## src/rtl/div_pkg.sv

```systemverilog
// Shared definitions for the iterative divider: default width, counter width, FSM states.
package div_pkg;
  localparam int DIV_WIDTH = 32;
  localparam int DIV_CNT_W = $clog2(DIV_WIDTH);

  typedef enum logic [1:0] {
    ST_IDLE = 2'd0,
    ST_ON   = 2'd1,
    ST_END  = 2'd2
  } div_state_t;
endpackage

```

## src/rtl/div_unit_if.sv

```systemverilog
// Request/response bundle between the execute stage (master) and the divider (slave).
interface div_unit_if #(parameter int WIDTH = 32);
  logic               start_i;
  logic               signed_i;
  logic [WIDTH-1:0]   a_i;
  logic [WIDTH-1:0]   b_i;
  logic               annul_i;
  logic               stall_o;
  logic               ready_o;
  logic [2*WIDTH-1:0] result_o;

  modport master (output start_i, signed_i, a_i, b_i, annul_i,
                  input  stall_o, ready_o, result_o);
  modport slave  (input  start_i, signed_i, a_i, b_i, annul_i,
                  output stall_o, ready_o, result_o);
endinterface

```

## src/rtl/div_sign_fix.sv

```systemverilog
// Conditional two's-complement negate; used for operand magnitudes and result sign fixup.
module div_sign_fix #(parameter int WIDTH = 32) (
  input  logic             i_neg,
  input  logic [WIDTH-1:0] i_val,
  output logic [WIDTH-1:0] o_val
);
  assign o_val = i_neg ? (~i_val + WIDTH'(1)) : i_val;
endmodule

```

## src/rtl/div_unit.sv

```systemverilog
// Radix-2 restoring divider for DIV/DIVU: result {rem, quot} one cycle after the last step.
// Optional DIV_ZERO_FAST_EN: a zero divisor skips the iteration and finishes one cycle after acceptance.
module div_unit import div_pkg::*; #(parameter int WIDTH = DIV_WIDTH) (
  input  logic       clk,
  input  logic       rst,
  div_unit_if.slave  bus
);
  localparam int CNT_W = $clog2(WIDTH);

  div_state_t         r_state;
  logic [CNT_W-1:0]   r_cnt;
  logic [WIDTH-1:0]   r_dvd, r_dvs, r_rem;
  logic               r_neg_q, r_neg_r, r_ready;
  logic [2*WIDTH-1:0] r_result;

  logic             w_neg_a, w_neg_b, w_accept, w_last, w_ge, w_zero_fast;
  logic [WIDTH-1:0] w_a_mag, w_b_mag, w_rem_nxt, w_q_nxt;
  logic [WIDTH:0]   w_rem_sh, w_diff;
  logic [WIDTH-1:0] w_fix_q_in, w_fix_r_in, w_q_out, w_r_out;
  logic             w_fix_nq, w_fix_nr;

  assign w_neg_a  = bus.signed_i & bus.a_i[WIDTH-1];
  assign w_neg_b  = bus.signed_i & bus.b_i[WIDTH-1];
  assign w_accept = (r_state == ST_IDLE) & bus.start_i & ~bus.annul_i;

  div_sign_fix #(.WIDTH(WIDTH)) u_mag_a (.i_neg(w_neg_a), .i_val(bus.a_i), .o_val(w_a_mag));
  div_sign_fix #(.WIDTH(WIDTH)) u_mag_b (.i_neg(w_neg_b), .i_val(bus.b_i), .o_val(w_b_mag));

  // Partial remainder is one bit wider so the compare cannot overflow.
  assign w_rem_sh  = {r_rem, r_dvd[WIDTH-1]};
  assign w_diff    = w_rem_sh - {1'b0, r_dvs};
  assign w_ge      = (w_rem_sh >= {1'b0, r_dvs});
  assign w_rem_nxt = w_ge ? w_diff[WIDTH-1:0] : w_rem_sh[WIDTH-1:0];
  assign w_q_nxt   = {r_dvd[WIDTH-2:0], w_ge};
  assign w_last    = (r_state == ST_ON) && (r_cnt == CNT_W'(WIDTH-1));

`ifdef DIV_ZERO_FAST_EN
  // Same value the full iteration would reach: every step subtracts zero.
  assign w_zero_fast = w_accept & (bus.b_i == '0);
  assign w_fix_q_in  = w_zero_fast ? '1 : w_q_nxt;
  assign w_fix_r_in  = w_zero_fast ? w_a_mag : w_rem_nxt;
  assign w_fix_nq    = w_zero_fast ? (w_neg_a ^ w_neg_b) : r_neg_q;
  assign w_fix_nr    = w_zero_fast ? w_neg_a : r_neg_r;
`else
  assign w_zero_fast = 1'b0;
  assign w_fix_q_in  = w_q_nxt;
  assign w_fix_r_in  = w_rem_nxt;
  assign w_fix_nq    = r_neg_q;
  assign w_fix_nr    = r_neg_r;
`endif

  div_sign_fix #(.WIDTH(WIDTH)) u_fix_q (.i_neg(w_fix_nq), .i_val(w_fix_q_in), .o_val(w_q_out));
  div_sign_fix #(.WIDTH(WIDTH)) u_fix_r (.i_neg(w_fix_nr), .i_val(w_fix_r_in), .o_val(w_r_out));

  always_ff @(posedge clk) begin
    if (rst) begin
      r_state  <= ST_IDLE;
      r_cnt    <= '0;
      r_dvd    <= '0;
      r_dvs    <= '0;
      r_rem    <= '0;
      r_neg_q  <= 1'b0;
      r_neg_r  <= 1'b0;
      r_ready  <= 1'b0;
      r_result <= '0;
    end else if (bus.annul_i) begin
      r_state <= ST_IDLE;
      r_cnt   <= '0;
      r_ready <= 1'b0;
    end else begin
      case (r_state)
        ST_IDLE: begin
          r_ready <= 1'b0;
          if (bus.start_i) begin
            r_dvd   <= w_a_mag;
            r_dvs   <= w_b_mag;
            r_rem   <= '0;
            r_neg_q <= w_neg_a ^ w_neg_b;
            r_neg_r <= w_neg_a;
            r_cnt   <= '0;
            if (w_zero_fast) begin
              r_state  <= ST_END;
              r_ready  <= 1'b1;
              r_result <= {w_r_out, w_q_out};
            end else begin
              r_state <= ST_ON;
            end
          end
        end
        ST_ON: begin
          r_dvd <= w_q_nxt;
          r_rem <= w_rem_nxt;
          r_cnt <= r_cnt + CNT_W'(1);
          if (w_last) begin
            r_state  <= ST_END;
            r_ready  <= 1'b1;
            r_result <= {w_r_out, w_q_out};
          end
        end
        ST_END: begin
          r_state <= ST_IDLE;
          r_ready <= 1'b0;
        end
        default: r_state <= ST_IDLE;
      endcase
    end
  end

  assign bus.stall_o  = ((r_state == ST_IDLE) & bus.start_i) | (r_state == ST_ON);
  assign bus.ready_o  = r_ready;
  assign bus.result_o = r_result;
endmodule
```

## src/flat_wrapper.sv

```systemverilog
// flat-port wrapper written by rule: the top's interface ports become plain ports
module div_unit_flat import div_pkg::*;
#(parameter int WIDTH = DIV_WIDTH)
  (clk, rst, bus_start_i, bus_signed_i, bus_a_i, bus_b_i, bus_annul_i, bus_stall_o, bus_ready_o, bus_result_o);
  div_unit_if #(.WIDTH(WIDTH)) bus_i ();
  input  logic clk;
  input  logic rst;
  input wire logic [$bits(bus_i.start_i)-1:0] bus_start_i;
  input wire logic [$bits(bus_i.signed_i)-1:0] bus_signed_i;
  input wire logic [$bits(bus_i.a_i)-1:0] bus_a_i;
  input wire logic [$bits(bus_i.b_i)-1:0] bus_b_i;
  input wire logic [$bits(bus_i.annul_i)-1:0] bus_annul_i;
  output wire logic [$bits(bus_i.stall_o)-1:0] bus_stall_o;
  output wire logic [$bits(bus_i.ready_o)-1:0] bus_ready_o;
  output wire logic [$bits(bus_i.result_o)-1:0] bus_result_o;
  assign bus_i.start_i = bus_start_i;
  assign bus_i.signed_i = bus_signed_i;
  assign bus_i.a_i = bus_a_i;
  assign bus_i.b_i = bus_b_i;
  assign bus_i.annul_i = bus_annul_i;
  assign bus_stall_o = bus_i.stall_o;
  assign bus_ready_o = bus_i.ready_o;
  assign bus_result_o = bus_i.result_o;
  div_unit #(.WIDTH(WIDTH)) u_core (.clk(clk), .rst(rst), .bus(bus_i));
endmodule
```

## config.mk

```make
export PLATFORM = sky130hd
export DESIGN_NAME = div_unit_flat
export DESIGN_NICKNAME = d
export VERILOG_FILES = /design/src/rtl/div_pkg.sv /design/src/rtl/div_unit_if.sv /design/src/rtl/div_sign_fix.sv /design/src/rtl/div_unit.sv /design/src/flat_wrapper.sv
export SDC_FILE = /design/constraint.sdc
export NUM_CORES = 1
export LEC_CHECK = 0
export BUFFER_PORTS_ARGS = -buffer_cell sky130_fd_sc_hd__buf_4
export CAP_MARGIN = 10
export CORE_ASPECT_RATIO = 1.4
export CORE_MARGIN = 2
export CORE_UTILIZATION = 60
export CTS_CLUSTER_DIAMETER = 200
export DETAILED_ROUTE_END_ITERATION = 8
export GPL_ROUTABILITY_DRIVEN = 0
export PLACE_DENSITY = 0.92
export SLEW_MARGIN = 15
export SYNTH_ARGS = -nofsm -noshare
export SYNTH_HDL_FRONTEND = slang
export SYNTH_SLANG_ARGS = --single-unit
export TNS_END_PERCENT = 100
```

## constraint.sdc

```tcl
create_clock -name clk -period 5.6 [get_ports clk]
set_input_delay 1.12 -clock clk [delete_from_list [all_inputs] [get_ports clk]]
set_output_delay 1.12 -clock clk [all_outputs]
set_load 0.005 [all_outputs]
```

# ---- Yosys cells after proc, flatten, opt, wreduce, memory -nomap -nowiden
# Cells that the tools add are included.
dict set report totals {
  register_bits 170
  input_bits 69
}
dict set report classes {
  addsub 6
  order_cmp 1
  n_eq_ne 5
  n_mux 16
  bitwise 10
  reduce_logical 12
}
# cell count
set op_table {}
lappend op_table {{$mux 32} 7}
lappend op_table {{$add 32x1->32 const B} 4}
lappend op_table {{$not 32->32} 4}
lappend op_table {{$pmux 32 s2} 2}
lappend op_table {{$ge 33x32->1} 1}
lappend op_table {{$sub 32x32->32} 1}
lappend op_table {{$pmux 5 s2} 1}
lappend op_table {{$reduce_and 3->1} 3}
lappend op_table {{$reduce_and 2->1} 3}
lappend op_table {{$add 5x1->5 const B} 1}
lappend op_table {{$eq 5x5->1 const B} 1}
lappend op_table {{$mux 5} 1}
lappend op_table {{$mux 2} 2}
lappend op_table {{$pmux 2 s2} 1}
lappend op_table {{$reduce_bool 2->1} 2}
lappend op_table {{$reduce_or 2->1} 2}
lappend op_table {{$and 1x1->1} 3}
lappend op_table {{$eq 2x1->1 const B} 1}
lappend op_table {{$eq 2x2->1 const B} 1}
lappend op_table {{$logic_not 2->1} 1}
lappend op_table {{$ne 2x1->1 const B} 1}
lappend op_table {{$ne 2x2->1 const B} 1}
lappend op_table {{$pmux 1 s2} 1}
lappend op_table {{$logic_and 1x1->1} 1}
lappend op_table {{4 further kinds} 4}

# ---- Depth between registers and ports, before layout
# Gate-level depths: netlist of run 1.
dict set report depth {
  word_depth 5
  depth_mapped 24
}

# ---- Modules after synthesis
# From an unflattened synthesis of run 1, not the netlist that was laid out.
dict set report unflattened {
  cells_unflattened 1455
  area_unflattened_um2 11664.9
}
# mod instances cells_each area_per_inst_um2 seq_area_each_um2
set by_module_without_submodules {}
lappend by_module_without_submodules {div_unit 1 1059 8557.0 3403.3}
lappend by_module_without_submodules {div_sign_fix 4 99 777.0 0.0}

# ---- Worst setup path before layout of run 1
# No wires, ideal clock.
dict set report synth_path {
  path_type {reg2reg}
  startpoint {register u_core.r_rem[2]}
  endpoint {register u_core.r_result[26] (netlist: u_core.bus.result_o[26])}
  setup_ps 70
  arrival_time_ps 4788
  required_ps 5530
  slack_ps 742
  path_stages_with_launch 18
  n_path_buf 2
  cell_sequence {dfxtp_1 ha_1 and2_1 a221o_1 o2111ai_2 a211o_1 nand3_4 inv_4 clkbuf_1 buf_1 ha_1 or3b_1 or2_2 or4_1 o41ai_1 and3_1 o21ai_1 a21oi_1}
}
dict set report synth_via {
  elab_chain_len 4
}
# element line
set synth_lines {}
lappend synth_lines {{start, declared} div_unit.sv:12} ;# logic [WIDTH-1:0] r_dvd, r_dvs, r_rem;
lappend synth_lines {{start signal, assigned} div_unit.sv:92} ;# r_rem <= w_rem_nxt;
lappend synth_lines {{$ge 33x32->1} div_unit.sv:32} ;# assign w_ge = (w_rem_sh >= {1'b0, r_dvs});
lappend synth_lines {{$not 32->32} div_sign_fix.sv:7} ;# assign o_val = i_neg ? (~i_val + WIDTH'(1)) : i_val;
lappend synth_lines {{$add 32x1->32} div_sign_fix.sv:7}
lappend synth_lines {{$mux 32} div_sign_fix.sv:7}
lappend synth_lines {{end signal, assigned} div_unit.sv:84} ;# r_result <= {w_r_out, w_q_out};
lappend synth_lines {{end signal, assigned} div_unit.sv:97} ;# r_result <= {w_r_out, w_q_out};
lappend synth_lines {{end, declared} div_unit.sv:14} ;# logic [2*WIDTH-1:0] r_result;
# Every way passes these cells.
# A chain may end at the register's enable or synchronous reset.

# ---- Final worst setup path of run 1
dict set report layout_path {
  startpoint {register u_core.r_dvs[26]}
  endpoint {register u_core.r_result[26] (netlist: u_core.bus.result_o[26])}
}
dict set report layout_via {
  elab_chain_len 4
}
# element line
set layout_lines {}
lappend layout_lines {{start, declared} div_unit.sv:12}
lappend layout_lines {{start signal, assigned} div_unit.sv:76} ;# r_dvs <= w_b_mag;
lappend layout_lines {{$ge 33x32->1} div_unit.sv:32}
lappend layout_lines {{$not 32->32} div_sign_fix.sv:7}
lappend layout_lines {{$add 32x1->32} div_sign_fix.sv:7}
lappend layout_lines {{$mux 32} div_sign_fix.sv:7}
# Every way passes these cells.

==> flow_metrics.env, run 1 <==
export IMPL_status="complete, no violations"
export IMPL_min_from="u_core.bus.result_o[39]"
export IMPL_crit_end="u_core.bus.result_o[26]"
export IMPL_synth_seq_cells=170
export IMPL_final_cell_mix="nor2_1 (222), dfxtp_1 (170), nand2_1 (151)"
export IMPL_wl_per_cell_um=19.91
export IMPL_syn2layout_area_growth_pct=13.75
export IMPL_worstRegToRegCells=16
export IMPL_h_tree_depth=4
export IMPL_final_setup_tns_ns=0
export IMPL_p_comb_share_pct=26.2
export IMPL_final_common_cell="nor2_1"
export IMPL_rr_endpoint="u_core.bus.result_o[26]"
export IMPL_r2r_slack_ns=0.39
export IMPL_r2r_start="u_core.r_dvs[26]"
export IMPL_rsz0062_at_grt="no"
export IMPL_synth_top_flop_cell="dfxtp_1"
export IMPL_cap_viol_max_count=0
export IMPL_overflow=0
export IMPL_drt_pass1_iter_count=6
export IMPL_cts_tree="done"
export IMPL_ios=135
export IMPL_synthDominantCellAreaShare_pct=28.82
export IMPL_swShare_pct=33.57
export IMPL_wl_um=37960
export IMPL_required_ns=5.96
export IMPL_mappedNetlistArea_um2=11810
export IMPL_yosysWarnings=0
export IMPL_clockBufferDepth=2
export IMPL_diodes=0
export IMPL_synthCells=1582
export IMPL_vias=12800
export IMPL_drive_above_1_share_pct=12.91
export IMPL_crit_path_end_kind="flop"
export IMPL_cp_start_kind="flop"
export IMPL_grt_start_max_net_pins=87
export IMPL_crit_start="u_core.r_dvs[26]"
export IMPL_synth_cell_types=87
export IMPL_setup_viol=0
export IMPL_die_area_um2=20830
export IMPL_total_power_w=0.003448
export IMPL_viasPerCell=6.717
export IMPL_fp_dieH_um=170.0
export IMPL_dp_hpwl_um=26080
export IMPL_route_detailed_drc=0
export IMPL_drt_iter0_drc=1466
export IMPL_relSlewSlack_pct=26.93
export IMPL_power_switching_w=0.001157
export IMPL_ys_seq_area_share_pct=28.82
export IMPL_ant_nets=0
export IMPL_pwr_share_seq_pct=37.1
export IMPL_grt_usage_pct=37.12
export IMPL_tightest_slew_ns=1.094
export IMPL_power_leakage_nw=5.350
export IMPL_die_w_um=122.6
export IMPL_num_rows=60
export IMPL_clkPwrFrac_pct=36.7
export IMPL_hold_violations=0
export IMPL_fmax_mhz=192.1
export IMPL_cts_root_buf="clkbuf_16"
export IMPL_slew_violations=0
export IMPL_io_buffers=134
export IMPL_cts_sinks=170
export IMPL_grt_pass1_vias=12050
export IMPL_numCtsBuffers=17
export IMPL_clock_latency_ns=0.45
export IMPL_fill_cells=1478
export IMPL_cts_resized=0
export IMPL_antenna_found_initial=1
export IMPL_intPower_w=0.002291
export IMPL_core_um2=19290
export IMPL_synth_async_reset_ratio_pct=0
export IMPL_path_class="reg2reg"
export IMPL_hold_class="reg2reg"
export IMPL_start_util_pct=61.20
export IMPL_synth_edff_count=0
export IMPL_min_period_ns=5.206
export IMPL_ir_drop_uv=223.3
export IMPL_critPathMaxFanout=17
export IMPL_finalCritPeriodShare_pct=92.97
export IMPL_yosys_top_cells_area="dfxtp_1 (29%), nor2_1 (7.1%), a21oi_1 (5.6%), a211oi_1 (5.3%), xor2_1 (5.0%)"
export IMPL_critPathArrivalTime_ns=5.57
export IMPL_synthesis_nets=1690
export IMPL_cts_hold_buf=0
export IMPL_cts_setup_buffers=0
export IMPL_clk_pin_slew_worst_paths_ns=0.07
export IMPL_syn_avg_cell_area_um2=7.464
export IMPL_powerDensity_nw_per_um2=256.7
export IMPL_synth_top_area_cell="dfxtp_1"
export IMPL_grt_pass1_wl_um=60720
export IMPL_skew_ns=0.01369
export IMPL_nNetsFinal=1754
[worst min-delay path by stage]
| stage | end | slack, ns | cells past startpoint |
|---|---|---|---|
| 3_3_place_gp | u_core.r_dvs[26] | 0.44 | 2 |
| 2_1_floorplan | u_core.r_dvs[20] | 0.43 | 2 |
| 3_5_place_dp | u_core.bus.result_o[39] | 0.45 | 2 |
| 4_1_cts | u_core.bus.result_o[39] | 0.45 | 2 |
| 5_1_grt | u_core.bus.result_o[43] | 0.49 | 2 |
| 6_report | u_core.bus.result_o[39] | 0.45 | 2 |
[cell type report]
cell class                 count  area (µm²)  share of cell area (%)
sequential                   170        3403                   25.34
multi-input combinational   1261        7821                   58.23
tap                          248       310.3                   2.310
clock inverter                13       178.9                   1.332
clock buffer                  18       439.2                   3.270
timing repair buffer         144        1081                   8.048
inverter                      52       197.7                   1.472
[synth_stat cells (all sizes together) (13+ instances only)]
library cell	n
mux2i	14
clkbuf	82
a21oi	131
nor4	17
a311oi	18
nand3	30
xor2	68
nand4	20
a31oi	16
inv	51
and2	13
or4	15
nand2	151
xnor2	42
dfxtp	170
or3	31
o41ai	14
or2	13
a211oi	83
buf	17
o21ai	88
nor3	35
o31ai	27
ha	38
a22oi	29
nor2	222
and3	16
[critical path, stage by stage, from the launching register on]
cell and delay [ns]:
dfxtp_1 0.33, inv_1 0.05, ha_1 0.41, a21oi_1 0.26, o21ai_0 0.19, a2111oi_0 0.51, o211a_2 0.38, nand3_4 0.17
inv_4 0.21, ha_1 0.23, or3b_1 0.43, or2_2 0.35, or4_1 0.51, o41ai_1 0.54, and3_1 0.24, o21ai_1 0.08
a21oi_1 0.21
[kinds of logic after synthesis]
group / after synthesis / synth area share [%]
adder cells (fa/ha/maj): 39 / 4.196
flip-flops: 170 / 28.82
buffers and inverters: 151 / 5.023
AND/OR/NAND/NOR: 602 / 24.47
multiplexers: 21 / 1.854
AO/OA/AOI/OAI: 489 / 27.48
XOR/XNOR: 110 / 8.159
[power groups by stage]
stage	Clock (W)	Sequential [W]	Combinational, W
after global placement	0	0.00130	0.000830
final	0.00127	0.00128	0.000902
after CTS	0.00126	0.00128	0.000865
after detailed placement	0	0.00130	0.000851
after floorplan	0	0.00129	0.000631
after global routing	0.00131	0.00128	0.000974
[routing by layer]
layer / GRT usage [%] / up-vias / share of wire, %
li1: - / 5923 / -
met1: 38.67 / 5843 / 34
met2: 63.72 / 792 / 50
met3: 9.786 / 242 / 8.4
met4: 26.54 / 2 / 7.6
met5: 0 / - / 0.029
[flip-flops by register name (all words and copies together), names as in the netlist]
name / flops
u_core.r_dvs: 32
u_core.bus.result_o: 64
u_core.bus.ready_o: 1
u_core.r_dvd: 32
u_core.r_state: 2
u_core.r_rem: 32
u_core.r_neg_q: 1
u_core.r_cnt: 5
u_core.r_neg_r: 1
[per-stage QoR]
step / hold WS (ns) / instance area (µm²) / setup WS [ns] / util, % / instances
detailed placement: 0.4450 / 12810 / 0.6253 / 66.41 / 1875
global placement: 0.4415 / 12810 / 0.9054 / 66.41 / 1875
global route: 0.4858 / 13430 / 0.08270 / 69.62 / 1906
finish: 0.4518 / 13430 / 0.3938 / 69.62 / 1906
floorplan: 0.4319 / 11810 / 0.7419 / - / 1582
CTS: 0.4545 / 13430 / 0.4807 / 69.62 / 1906
(Power assumes the default switching activity.)
==> run 2, diff against run 1 <==
==> constraint.sdc (replaced) <==
create_clock -name clk -period 5.6 [get_ports clk]
set_input_delay 0.28 -clock clk [delete_from_list [all_inputs] [get_ports clk]]
set_output_delay 0.28 -clock clk [all_outputs]
set_load 0.005 [all_outputs]
==> run 2 against run 1 <==
Against the previous run: non-clock buffer count did not move; worst setup slack improved by 0.034 ns; hold slack got worse by 0.32 ns; critical path type unchanged; highest routed layer is now met4; global-route usage fell by 1.2 points; routed wire length fell by 2.1%; cell area fell by 0.36%; critical endpoint unchanged.
==> flow_metrics.env, run 2 (same netlist as run 1, synthesis figures left out) <==
export IMPL_largest_register_ffs=64
export IMPL_cts_sinks=170
export IMPL_finalCritPeriodShare_pct=92.36
export IMPL_numCtsBuffers=17
export IMPL_final_common_cell="nor2_1"
export IMPL_num_rows=60
export IMPL_min_from="bus_b_i[0]"
export IMPL_critPathMaxFanout=25
export IMPL_wl_per_cell_um=19.48
export IMPL_fin_util_pct=69.36
export IMPL_vias=12780
export IMPL_whs_ns=0.1305
export IMPL_setup_viol=0
export IMPL_ant_nets=0
export IMPL_holdPathEnd="u_core.r_dvs[0]"
export IMPL_grt_pass1_wl_um=59060
export IMPL_ir_drop_uv=218.5
export IMPL_met3_usage_pct=9.115
export IMPL_post_place_ws_ns=0.6100
export IMPL_fp_dieH_um=170.0
export IMPL_fill_cells=1507
export IMPL_grt_busiest_layer="met2"
export IMPL_hold_depth=3
export IMPL_required_ns=5.97
export IMPL_drive_above_1_share_pct=13.02
export IMPL_met2_usage_pct=61.69
export IMPL_clockBufferDepth=2
export IMPL_clock_latency_ns=0.45
export IMPL_viasPerCell=6.700
export IMPL_cts_hold_buf=0
export IMPL_io_buffers=134
export IMPL_overflow=0
export IMPL_skew_ns=0.009097
export IMPL_antenna_found_initial=0
export IMPL_crit_path_end_kind="flop"
export IMPL_cp_start_kind="flop"
export IMPL_path_class="reg2reg"
export IMPL_clk_pin_slew_worst_paths_ns=0.07
export IMPL_r2r_start="u_core.r_rem[2]"
export IMPL_ios=135
export IMPL_die_area_um2=20830
export IMPL_rr_endpoint="u_core.bus.result_o[26]"
export IMPL_wl_um=37150
export IMPL_worstRegToRegCells=15
export IMPL_fmax_mhz=193.3
export IMPL_powerDensity_nw_per_um2=249.3
export IMPL_drt_pass1_iter_count=7
export IMPL_cap_viol_max_count=0
export IMPL_h_tree_depth=4
export IMPL_cts_tree="done"
export IMPL_cts_root_buf="clkbuf_16"
export IMPL_cts_setup_buffers=0
export IMPL_min_period_ns=5.172
export IMPL_hold_class="in2reg"
export IMPL_nNetsFinal=1754
export IMPL_critPathArrivalTime_ns=5.54
export IMPL_r2r_slack_ns=0.43
export IMPL_hold_violations=0
export IMPL_status="complete, no violations"
export IMPL_setup_ws_ns=0.4278
export IMPL_rsz0062_at_grt="no"
export IMPL_final_setup_tns_ns=0
export IMPL_gr_usage_met1_pct=36.68
export IMPL_dp_hpwl_um=26080
export IMPL_die_w_um=122.6
export IMPL_grt_pass1_vias=12030
export IMPL_drt_iter0_drc=1367
export IMPL_slew_violations=0
export IMPL_tightest_slew_ns=1.082
export IMPL_diodes=0
export IMPL_syn2layout_area_growth_pct=13.34
export IMPL_start_util_pct=61.20
export IMPL_relSlewSlack_pct=27.78
export IMPL_core_um2=19290
export IMPL_cts_resized=0
export IMPL_power_leakage_nw=5.319
export IMPL_grt_start_max_net_pins=76
export IMPL_route_detailed_drc=0
export IMPL_grt_usage_pct=35.96
export IMPL_final_cell_mix="nor2_1 (221), dfxtp_1 (170), nand2_1 (151)"
[run 2: cell count changes in the layout (fill, tap and decap cells not counted), sizes merged]
| cell | delta |
|---|---|
| bufinv | -3 |
| clkinvlp | +2 |
| inv | +2 |
[run 2: cell type report]
class / instances / area [µm²] / area share, %
sequential: 170 / 3403 / 25.43
multi-input combinational: 1261 / 7824 / 58.46
clock buffer: 18 / 439.2 / 3.282
tap: 248 / 310.3 / 2.319
timing repair buffer: 144 / 1081 / 8.078
clock inverter: 14 / 127.6 / 0.9536
inverter: 52 / 197.7 / 1.477
[run 2: critical path, stage by stage (launching register included)]
cell	delay, ns
dfxtp_1	0.35
ha_1	0.39
and2_1	0.25
a221o_1	0.34
o2111ai_2	0.38
a211o_1	0.34
nand3_4	0.19
inv_4	0.26
ha_1	0.25
or3b_1	0.44
or2_2	0.35
or4_1	0.49
o41ai_1	0.55
and3_1	0.28
o21ai_1	0.08
a21oi_1	0.15
[run 2: metrics by stage]
step           instances  cell area (µm²)  total power [W]
3_3_place_gp        1875            12820         0.002133
4_1_cts             1907            13380         0.003296
2_1_floorplan       1582            11810         0.001923
6_report            1907            13380         0.003336
3_5_place_dp        1875            12820         0.002155
5_1_grt             1907            13380         0.003466
[run 2: power breakdown]
group | total [W] | internal [W] | switching, W
logic | 0.000901 | 0.000325 | 0.000576
registers | 0.00128 | 0.00124 | 0.0000359
clock network | 0.00116 | 0.000598 | 0.000559
total | 0.00334 | 0.00216 | 0.00117
[run 2: worst max path at each step]
stage | startpoint | to | slack [ns]
after floorplan | u_core.r_rem[2] | u_core.bus.result_o[26] | 0.74
after global placement | u_core.r_rem[2] | u_core.bus.result_o[26] | 0.83
after detailed placement | u_core.r_rem[2] | u_core.bus.result_o[26] | 0.61
after CTS | u_core.r_rem[2] | u_core.bus.result_o[26] | 0.53
after global routing | u_core.r_dvs[26] | u_core.bus.result_o[26] | 0.11
final | u_core.r_rem[2] | u_core.bus.result_o[26] | 0.43
[run 2: layer usage]
metal	vias up	routed length (µm)	part of all wire, %
li1	5930	-	-
met1	5899	12910	35
met2	722	18070	49
met3	226	3078	8.3
met4	0	3089	8.3
met5	-	0	0
